--- config.mk ---
export PLATFORM = sky130hd
export DESIGN_NAME = aludec_md
export DESIGN_NICKNAME = d
export VERILOG_FILES = /design/src/rtl/aludec_pkg.sv /design/src/rtl/aludec_md_muldiv_core.sv /design/src/rtl/aludec_md.sv
export SDC_FILE = /design/constraint.sdc
export NUM_CORES = 1
export LEC_CHECK = 0
export BUFFER_PORTS_ARGS = -buffer_cell sky130_fd_sc_hd__buf_2
export CAP_MARGIN = 0
export CORE_MARGIN = 10
export CORE_UTILIZATION = 46
export DETAILED_ROUTE_END_ITERATION = 12
export PLACE_DENSITY = 0.67
export SLEW_MARGIN = 20
export SYNTH_ARGS = -nofsm -noshare
export SYNTH_HDL_FRONTEND = slang
export SYNTH_SLANG_ARGS = --single-unit
export TNS_END_PERCENT = 100
--- constraint.sdc ---
create_clock -name clk -period 5.83 [get_ports clk]
set_input_delay 1.749 -clock clk [delete_from_list [all_inputs] [get_ports clk]]
set_output_delay 1.749 -clock clk [all_outputs]
set_load 0.005 [all_outputs]
--- src/rtl/aludec_pkg.sv ---
// Shared encodings for the execute-stage ALU decoder and the multiply/divide engine.
package aludec_pkg;

    // ALU operation select codes driven onto alucontrol
    typedef enum logic [3:0] {
        ALU_AND  = 4'b0000,
        ALU_OR   = 4'b0001,
        ALU_ADD  = 4'b0010,
        ALU_XOR  = 4'b0011,
        ALU_NOR  = 4'b0100,
        ALU_SUB  = 4'b0110,
        ALU_SLT  = 4'b0111,
        ALU_SLTU = 4'b1111
    } alu_ctrl_t;

    // Instruction classes from the main decoder
    localparam logic [2:0] AOP_ADD   = 3'b000;
    localparam logic [2:0] AOP_SUB   = 3'b001;
    localparam logic [2:0] AOP_RTYPE = 3'b010;
    localparam logic [2:0] AOP_AND   = 3'b011;
    localparam logic [2:0] AOP_OR    = 3'b100;
    localparam logic [2:0] AOP_SLT   = 3'b101;
    localparam logic [2:0] AOP_XOR   = 3'b110;
    localparam logic [2:0] AOP_SLTU  = 3'b111;

    // R-type function fields
    localparam logic [5:0] F_ADD   = 6'b100000;
    localparam logic [5:0] F_ADDU  = 6'b100001;
    localparam logic [5:0] F_SUB   = 6'b100010;
    localparam logic [5:0] F_SUBU  = 6'b100011;
    localparam logic [5:0] F_AND   = 6'b100100;
    localparam logic [5:0] F_OR    = 6'b100101;
    localparam logic [5:0] F_XOR   = 6'b100110;
    localparam logic [5:0] F_NOR   = 6'b100111;
    localparam logic [5:0] F_SLT   = 6'b101010;
    localparam logic [5:0] F_SLTU  = 6'b101011;
    localparam logic [5:0] F_MULT  = 6'b011000;
    localparam logic [5:0] F_MULTU = 6'b011001;
    localparam logic [5:0] F_DIV   = 6'b011010;
    localparam logic [5:0] F_DIVU  = 6'b011011;
    localparam logic [5:0] F_MFHI  = 6'b010000;
    localparam logic [5:0] F_MTHI  = 6'b010001;
    localparam logic [5:0] F_MFLO  = 6'b010010;
    localparam logic [5:0] F_MTLO  = 6'b010011;

    typedef enum logic [1:0] {
        MD_IDLE,
        MD_RUN,
        MD_DONE
    } md_state_t;

    typedef enum logic [1:0] {
        MD_MULT  = 2'b00,
        MD_MULTU = 2'b01,
        MD_DIV   = 2'b10,
        MD_DIVU  = 2'b11
    } md_op_t;

    // True for the four multi-cycle arithmetic functions
    function automatic logic is_md_arith(input logic [5:0] f);
        return (f == F_MULT) || (f == F_MULTU) || (f == F_DIV) || (f == F_DIVU);
    endfunction

    // Map an arithmetic md function field onto the engine opcode
    function automatic md_op_t md_op_of(input logic [5:0] f);
        md_op_t op;
        case (f)
            F_MULTU: op = MD_MULTU;
            F_DIV:   op = MD_DIV;
            F_DIVU:  op = MD_DIVU;
            default: op = MD_MULT;
        endcase
        return op;
    endfunction

endpackage

--- src/rtl/aludec_md_muldiv_core.sv ---
// Iterative shift-add multiplier / restoring divider working on operand
// magnitudes, with sign fix-up applied to the final step's result.
module muldiv_core
    import aludec_pkg::*;
#(
    parameter int WIDTH = 32
) (
    input  logic             clk,
    input  logic             rst,
    input  logic             start_i,
    input  md_op_t           op_i,
    input  logic [WIDTH-1:0] a_i,
    input  logic [WIDTH-1:0] b_i,
    output logic             done_o,
    output logic [WIDTH-1:0] hi_o,
    output logic [WIDTH-1:0] lo_o
);

    localparam int CW = (WIDTH > 1) ? $clog2(WIDTH) : 1;

    logic             active_q;
    logic [CW-1:0]    cnt_q;
    logic             is_div_q, neg_q, rneg_q, dz_q;
    logic [WIDTH-1:0] opnd_q, acc_q, lo_q, araw_q;
    logic [WIDTH-1:0] acc_d, lo_d;

    logic             signed_op, div_op, a_neg, b_neg;
    logic [WIDTH-1:0] mag_a, mag_b, addend, diff, quo, rem;
    logic [WIDTH:0]   sum, shifted;
    logic             borrow;
    logic [2*WIDTH-1:0] prod, prod_f;

    assign signed_op = (op_i == MD_MULT) || (op_i == MD_DIV);
    assign div_op    = (op_i == MD_DIV)  || (op_i == MD_DIVU);
    assign a_neg     = signed_op & a_i[WIDTH-1];
    assign b_neg     = signed_op & b_i[WIDTH-1];
    assign mag_a     = a_neg ? -a_i : a_i;
    assign mag_b     = b_neg ? -b_i : b_i;
    assign done_o    = active_q && (cnt_q == CW'(WIDTH - 1));
    assign addend    = lo_q[0] ? opnd_q : {WIDTH{1'b0}};

    // One iteration: shift-add for multiply, restoring subtract for divide
    always_comb begin
        acc_d   = acc_q;
        lo_d    = lo_q;
        sum     = '0;
        shifted = '0;
        diff    = '0;
        borrow  = 1'b0;
        if (is_div_q) begin
            shifted = {acc_q, lo_q[WIDTH-1]};
            diff    = shifted[WIDTH-1:0] - opnd_q;
            borrow  = shifted < {1'b0, opnd_q};
            acc_d   = borrow ? shifted[WIDTH-1:0] : diff;
            lo_d    = {lo_q[WIDTH-2:0], ~borrow};
        end else begin
            sum   = {1'b0, acc_q} + {1'b0, addend};
            acc_d = sum[WIDTH:1];
            lo_d  = {sum[0], lo_q[WIDTH-1:1]};
        end
    end

    // Sign fix-up of the step result; divide-by-zero bypasses the datapath
    always_comb begin
        prod   = {acc_d, lo_d};
        prod_f = neg_q ? -prod : prod;
        quo    = neg_q ? -lo_d : lo_d;
        rem    = rneg_q ? -acc_d : acc_d;
        if (!is_div_q) begin
            hi_o = prod_f[2*WIDTH-1:WIDTH];
            lo_o = prod_f[WIDTH-1:0];
        end else if (dz_q) begin
            hi_o = araw_q;
            lo_o = {WIDTH{1'b1}};
        end else begin
            hi_o = rem;
            lo_o = quo;
        end
    end

    // Iteration counter and activity flag; reset abandons any operation
    always_ff @(posedge clk or posedge rst) begin
        if (rst) begin
            active_q <= 1'b0;
            cnt_q    <= '0;
        end else if (start_i) begin
            active_q <= 1'b1;
            cnt_q    <= '0;
        end else if (active_q) begin
            cnt_q <= cnt_q + 1'b1;
            if (done_o) active_q <= 1'b0;
        end
    end

    // Operand capture at start, accumulator update each active cycle
    always_ff @(posedge clk) begin
        if (start_i) begin
            is_div_q <= div_op;
            neg_q    <= a_neg ^ b_neg;
            rneg_q   <= a_neg;
            dz_q     <= div_op & (b_i == '0);
            araw_q   <= a_i;
            acc_q    <= '0;
            opnd_q   <= div_op ? mag_b : mag_a;
            lo_q     <= div_op ? mag_a : mag_b;
        end else if (active_q) begin
            acc_q <= acc_d;
            lo_q  <= lo_d;
        end
    end

endmodule

--- src/rtl/aludec_md.sv ---
// Execute-stage ALU decoder with multi-cycle multiply/divide sequencing
// and the architectural HI/LO registers.
module aludec_md
    import aludec_pkg::*;
#(
    parameter int WIDTH = 32
) (
    input  logic             clk,
    input  logic             reset,
    input  logic             en,
    input  logic [2:0]       aluop,
    input  logic [5:0]       funct,
    input  logic [WIDTH-1:0] srca,
    input  logic [WIDTH-1:0] srcb,
    output logic [3:0]       alucontrol,
    output logic             busy,
    output logic             res_sel,
    output logic [WIDTH-1:0] mdresult,
    output logic [WIDTH-1:0] hi,
    output logic [WIDTH-1:0] lo
);

    md_state_t        state_q;
    logic [WIDTH-1:0] hi_q, lo_q;
    alu_ctrl_t        ctrl;
    logic             is_r, launch, core_done;
    logic [WIDTH-1:0] core_hi, core_lo;

    assign is_r       = (aluop == AOP_RTYPE);
    assign launch     = en & is_r & is_md_arith(funct) & (state_q == MD_IDLE);
    assign busy       = launch | (state_q == MD_RUN);
    assign res_sel    = en & is_r & ((funct == F_MFHI) || (funct == F_MFLO));
    assign mdresult   = (funct == F_MFHI) ? hi_q : lo_q;
    assign alucontrol = ctrl;
    assign hi         = hi_q;
    assign lo         = lo_q;

    // ALU operation decode, independent of the md sequencer
    always_comb begin
        ctrl = ALU_AND;
        case (aluop)
            AOP_ADD:  ctrl = ALU_ADD;
            AOP_SUB:  ctrl = ALU_SUB;
            AOP_AND:  ctrl = ALU_AND;
            AOP_OR:   ctrl = ALU_OR;
            AOP_SLT:  ctrl = ALU_SLT;
            AOP_XOR:  ctrl = ALU_XOR;
            AOP_SLTU: ctrl = ALU_SLTU;
            AOP_RTYPE: begin
                case (funct)
                    F_ADD, F_ADDU: ctrl = ALU_ADD;
                    F_SUB, F_SUBU: ctrl = ALU_SUB;
                    F_AND:         ctrl = ALU_AND;
                    F_OR:          ctrl = ALU_OR;
                    F_XOR:         ctrl = ALU_XOR;
                    F_NOR:         ctrl = ALU_NOR;
                    F_SLT:         ctrl = ALU_SLT;
                    F_SLTU:        ctrl = ALU_SLTU;
                    default:       ctrl = ALU_AND;
                endcase
            end
            default: ctrl = ALU_AND;
        endcase
    end

    muldiv_core #(.WIDTH(WIDTH)) u_core (
        .clk     (clk),
        .rst     (reset),
        .start_i (launch),
        .op_i    (md_op_of(funct)),
        .a_i     (srca),
        .b_i     (srcb),
        .done_o  (core_done),
        .hi_o    (core_hi),
        .lo_o    (core_lo)
    );

    // md sequencer: launch, wait for the engine, commit HI/LO; mthi/mtlo in IDLE
    always_ff @(posedge clk or posedge reset) begin
        if (reset) begin
            state_q <= MD_IDLE;
            hi_q    <= '0;
            lo_q    <= '0;
        end else begin
            case (state_q)
                MD_IDLE: begin
                    if (launch) begin
                        state_q <= MD_RUN;
                    end else if (en && is_r && funct == F_MTHI) begin
                        hi_q <= srca;
                    end else if (en && is_r && funct == F_MTLO) begin
                        lo_q <= srca;
                    end
                end
                MD_RUN: begin
                    if (core_done) begin
                        state_q <= MD_DONE;
                        hi_q    <= core_hi;
                        lo_q    <= core_lo;
                    end
                end
                // The launching instruction is still in execute here, so
                // any md op seen this cycle is that same instruction.
                MD_DONE: state_q <= MD_IDLE;
                default: state_q <= MD_IDLE;
            endcase
        end
    end

endmodule

==> results.py <==
metrics = {
    "run_status": {
        "outcome": "complete, no violations",
    },
    "yosys": {
        "seq_area_frac_synth": 0.2972,
        "synthesis.nets": 2414,
        "synth_xor_area_frac": 0.09226,
        "synth-async-reset-ratio": 0.3529,
        "synth_cell_type_count": 100,
        "synth_top_cell_area_share": 0.1639,
        "synth_compound_area_frac": 0.2369,
        "synth-simple-area-share": 0.1994,
        "synth-edff-count": 100,
        "yosysTopAreaCell": "edfxtp_1",
        "synth_area_leaders": "edfxtp_1, dfrtp_1, a21oi_1, mux2i_1, xnor2_1",
        "synthMuxAreaShare": 0.07683,
        "yosys.area_share.adder": 0.04999,
        "synth_cells": 2266,
        "synthFlopType": "edfxtp_1",
        "syn_avg_cell_area_um2": 8.085,
        "synth_top_family_by_area": "compound AO/OA/AOI/OAI gates",
        "syn_area_mm2": 0.01832,
        "yosys_warnings": 0,
        "ys_ff_latch": 204,
    },
    "detailed_routing": {
        "wl_mm": 76.04,
        "firstDrtPassIters": 6,
        "wl_per_cell_um": 25.80,
        "drt_iter0_drc": 2327,
        "ant_nets": 0,
        "vias_per_cell": 6.419,
        "drc_errors": 0,
        "vias": 18920,
    },
    "cells_and_area": {
        "drive_gt1_frac": 0.1569,
        "area_delta_synth_final_pct": 13.13,
        "antenna_cells": 0,
        "stdcell_count": 2947,
        "final_common_cell": "nand2_1",
        "fill_cells": 3836,
        "fin_area_mm2": 0.02073,
        "fin_nets": 2550,
        "layout_common_cells": "nand2_1, nor2_1, a21oi_1",
    },
    "power": {
        "p_per_area_mw_per_mm2": 411.7,
        "p_int_mw": 4.446,
        "power.share.sequential": 0.235,
        "p_leak_nw": 8.321,
        "p_sw_mw": 4.086,
        "switching_share": 0.4789,
        "clkPwrFrac": 0.194,
        "pwr-share-comb": 0.571,
        "ir_drop_uv": 240.1,
    },
    "critical_path": {
        "cp-start-kind": "flip-flop",
        "r2r_end": "hi[31]",
        "crit_fanout": 17,
        "worstPathRequired_ps": 6290,
        "r2r-start": "u_core.lo_q[0]",
        "end_kind": "flip-flop",
        "slowest_stage": "edfxtp_1",
        "r2r_slack_ps": 390,
        "crit_arrival_ps": 5900,
        "critPathMaxStageDelay_ps": 740,
        "path_class": "flip-flop to flip-flop",
        "path_cells": "and2_1 > ha_1 > nand3_1 > and2_1 > a21boi_0 > o21ai_0 > o2111ai_1 > nand2_1 > or4_1 > a31oi_1 > mux2i_1 > o211ai_1 > o31ai_1 > xnor2_1 > o22ai_1 > o21ai_1",
        "reg2reg_depth": 16,
        "cpMostUsedCell": "and2_1",
    },
    "place": {
        "place_area_mm2": 0.01985,
        "gp_congestion": 0.9850,
        "dpl.hpwl_mm": 59.18,
        "place_ws_ps": 444.0,
        "dpl.cell_count": 2899,
        "io_buffer_count": 177,
    },
    "sta": {
        "drv_slew": 0,
        "setup_ws_ps": 391.0,
        "slew_headroom": 0.2746,
        "min_period_ps": 5439,
        "rsz0062_at_grt": "no",
        "max_freq_mhz": 183.9,
        "setup_viol": 0,
        "tightest_slew_ps": 1088,
        "hold_violations": 0,
        "clock_skew_ps": 31.47,
        "fin_crit_sh": 0.9329,
        "finalSetupTns_ps": 0,
    },
    "grt": {
        "grt_use_total": 0.3036,
        "antenna_found_initial": 2,
        "grt_pass1_wl_mm": 112.2,
        "grt_remaining_overflow": 0,
        "grt_max_degree": 91,
        "grt_pass1_vias": 17900,
    },
    "clock_tree": {
        "cts_buffer_depth": 3,
        "cts_tree": "yes",
        "cts_root_buffer": "clkbuf_16",
        "clk_latency_ps": 570,
        "cts_buffers": 26,
        "cts_resized": 0,
        "cts_hold_buf": 0,
        "postCtsSetupBuffers": 0,
        "path_clk_slew_ps": 60,
        "clkSinkCount": 204,
        "cts_htree_levels": 1,
    },
    "worst_hold_path": {
        "min_from": "lo[17]",
        "holdCritPathClass": "flip-flop to flip-flop",
        "hold_end": "lo[17]",
        "holdPathStages": 2,
    },
    "floorplanning": {
        "ios": 178,
        "dieArea_mm2": 0.04821,
        "core.rowCount": 73,
        "core-area_mm2": 0.03955,
        "die_y_um": 219.6,
        "initial_core_util": 0.4633,
        "die_x_um": 219.6,
    },
    "job": {
        "cap_violations": 0,
    },
}
cell families (layout without fill, tap and decap cells):
logic type,Yosys count,count (layout)
buffers and inverters,213,369
adders and majority gates,72,72
muxes,136,136
and+or+nand+nor,761,761
xor gates and xnor gates,193,193
AOI/OAI and AO/OA,687,687
DFF,204,204
final cells by class:
type                       count  area (um^2)  area share
clock inverter                16        173.9    0.008391
timing repair buffer         248         1444     0.06966
multi-input combinational   1849        12040      0.5807
sequential                   204         5446      0.2628
clock buffer                  32        693.2     0.03344
tap                          525        656.9     0.03169
inverter                      73        276.5     0.01334
critical path: cells and delay by family, from the launching register on:
kind            cells  cell delay [ps]
fa+ha+maj           1              390
mux                 1              220
flops               1              740
simple gates        5             1230
xor+xnor            1              170
compound gates      8             2580
registers in the layout, summed over array words and instances, names as in the netlist, 2 cells and up:
register	cells
u_core.cnt_q	5
state_q	2
u_core.araw_q	32
hi	32
u_core.lo_q	32
u_core.acc_q	32
lo	32
u_core.opnd_q	32
Yosys cell counts (all sizes together) (10+ instances only):
library cell and n:
a211oi 33, or2 11, nor2 221, xor2 81
inv 72, clkbuf 93, nand2b 19, nor2b 10
and3 11, mux2i 99, or3 15, nand2 254
dfrtp 72, o211ai 33, edfxtp 100, or4 12
o22ai 41, and2 43, o21ai 183, nor3 44
nor4 32, a21o 30, nand4 24, o221ai 17
mux2 37, buf 47, a21oi 210, xnor2 112
o21a 11, ha 70, a31oi 19, o31ai 24
nand3 38, dfxtp 32
per-layer routing:
layer,up-vias,share of wire,global-route usage
met1,9209,0.42,0.4038
li1,8561,-,-
met4,4,0.043,0.1176
met2,983,0.46,0.4854
met5,-,0.00028,0
met3,159,0.082,0.04909
power by group through the flow:
stage          Combinational (mW)  Sequential [mW]  Clock [mW]
2_1_floorplan                3.21             1.88           0
3_3_place_gp                 4.72             2.02           0
3_5_place_dp                 4.74             2.02           0
4_1_cts                      4.77             2.00        1.67
5_1_grt                      5.25             2.01        1.73
6_report                     4.87             2.01        1.66
worst max-delay path by stage:
stage	from	endpoint	slack, ps
6_report	u_core.lo_q[0]	hi[31]	390
5_1_grt	u_core.lo_q[0]	hi[31]	150
4_1_cts	u_core.opnd_q[27]	hi[16]	440
3_5_place_dp	u_core.opnd_q[27]	hi[16]	440
3_3_place_gp	u_core.acc_q[7]	hi[12]	530
2_1_floorplan	funct[5]	u_core.araw_q[0]	840
metrics by stage:
step / hold WS [ps] / total power [mW] / util
5_1_grt: 527.8 / 8.996 / 0.5241
4_1_cts: 507.4 / 8.432 / 0.5237
2_1_floorplan: 487.3 / 5.092 / -
3_3_place_gp: 492.9 / 6.739 / 0.5018
3_5_place_dp: 493.3 / 6.761 / 0.5018
6_report: 503.1 / 8.533 / 0.5241
No activity file was read; power rests on OpenSTA's default activity.
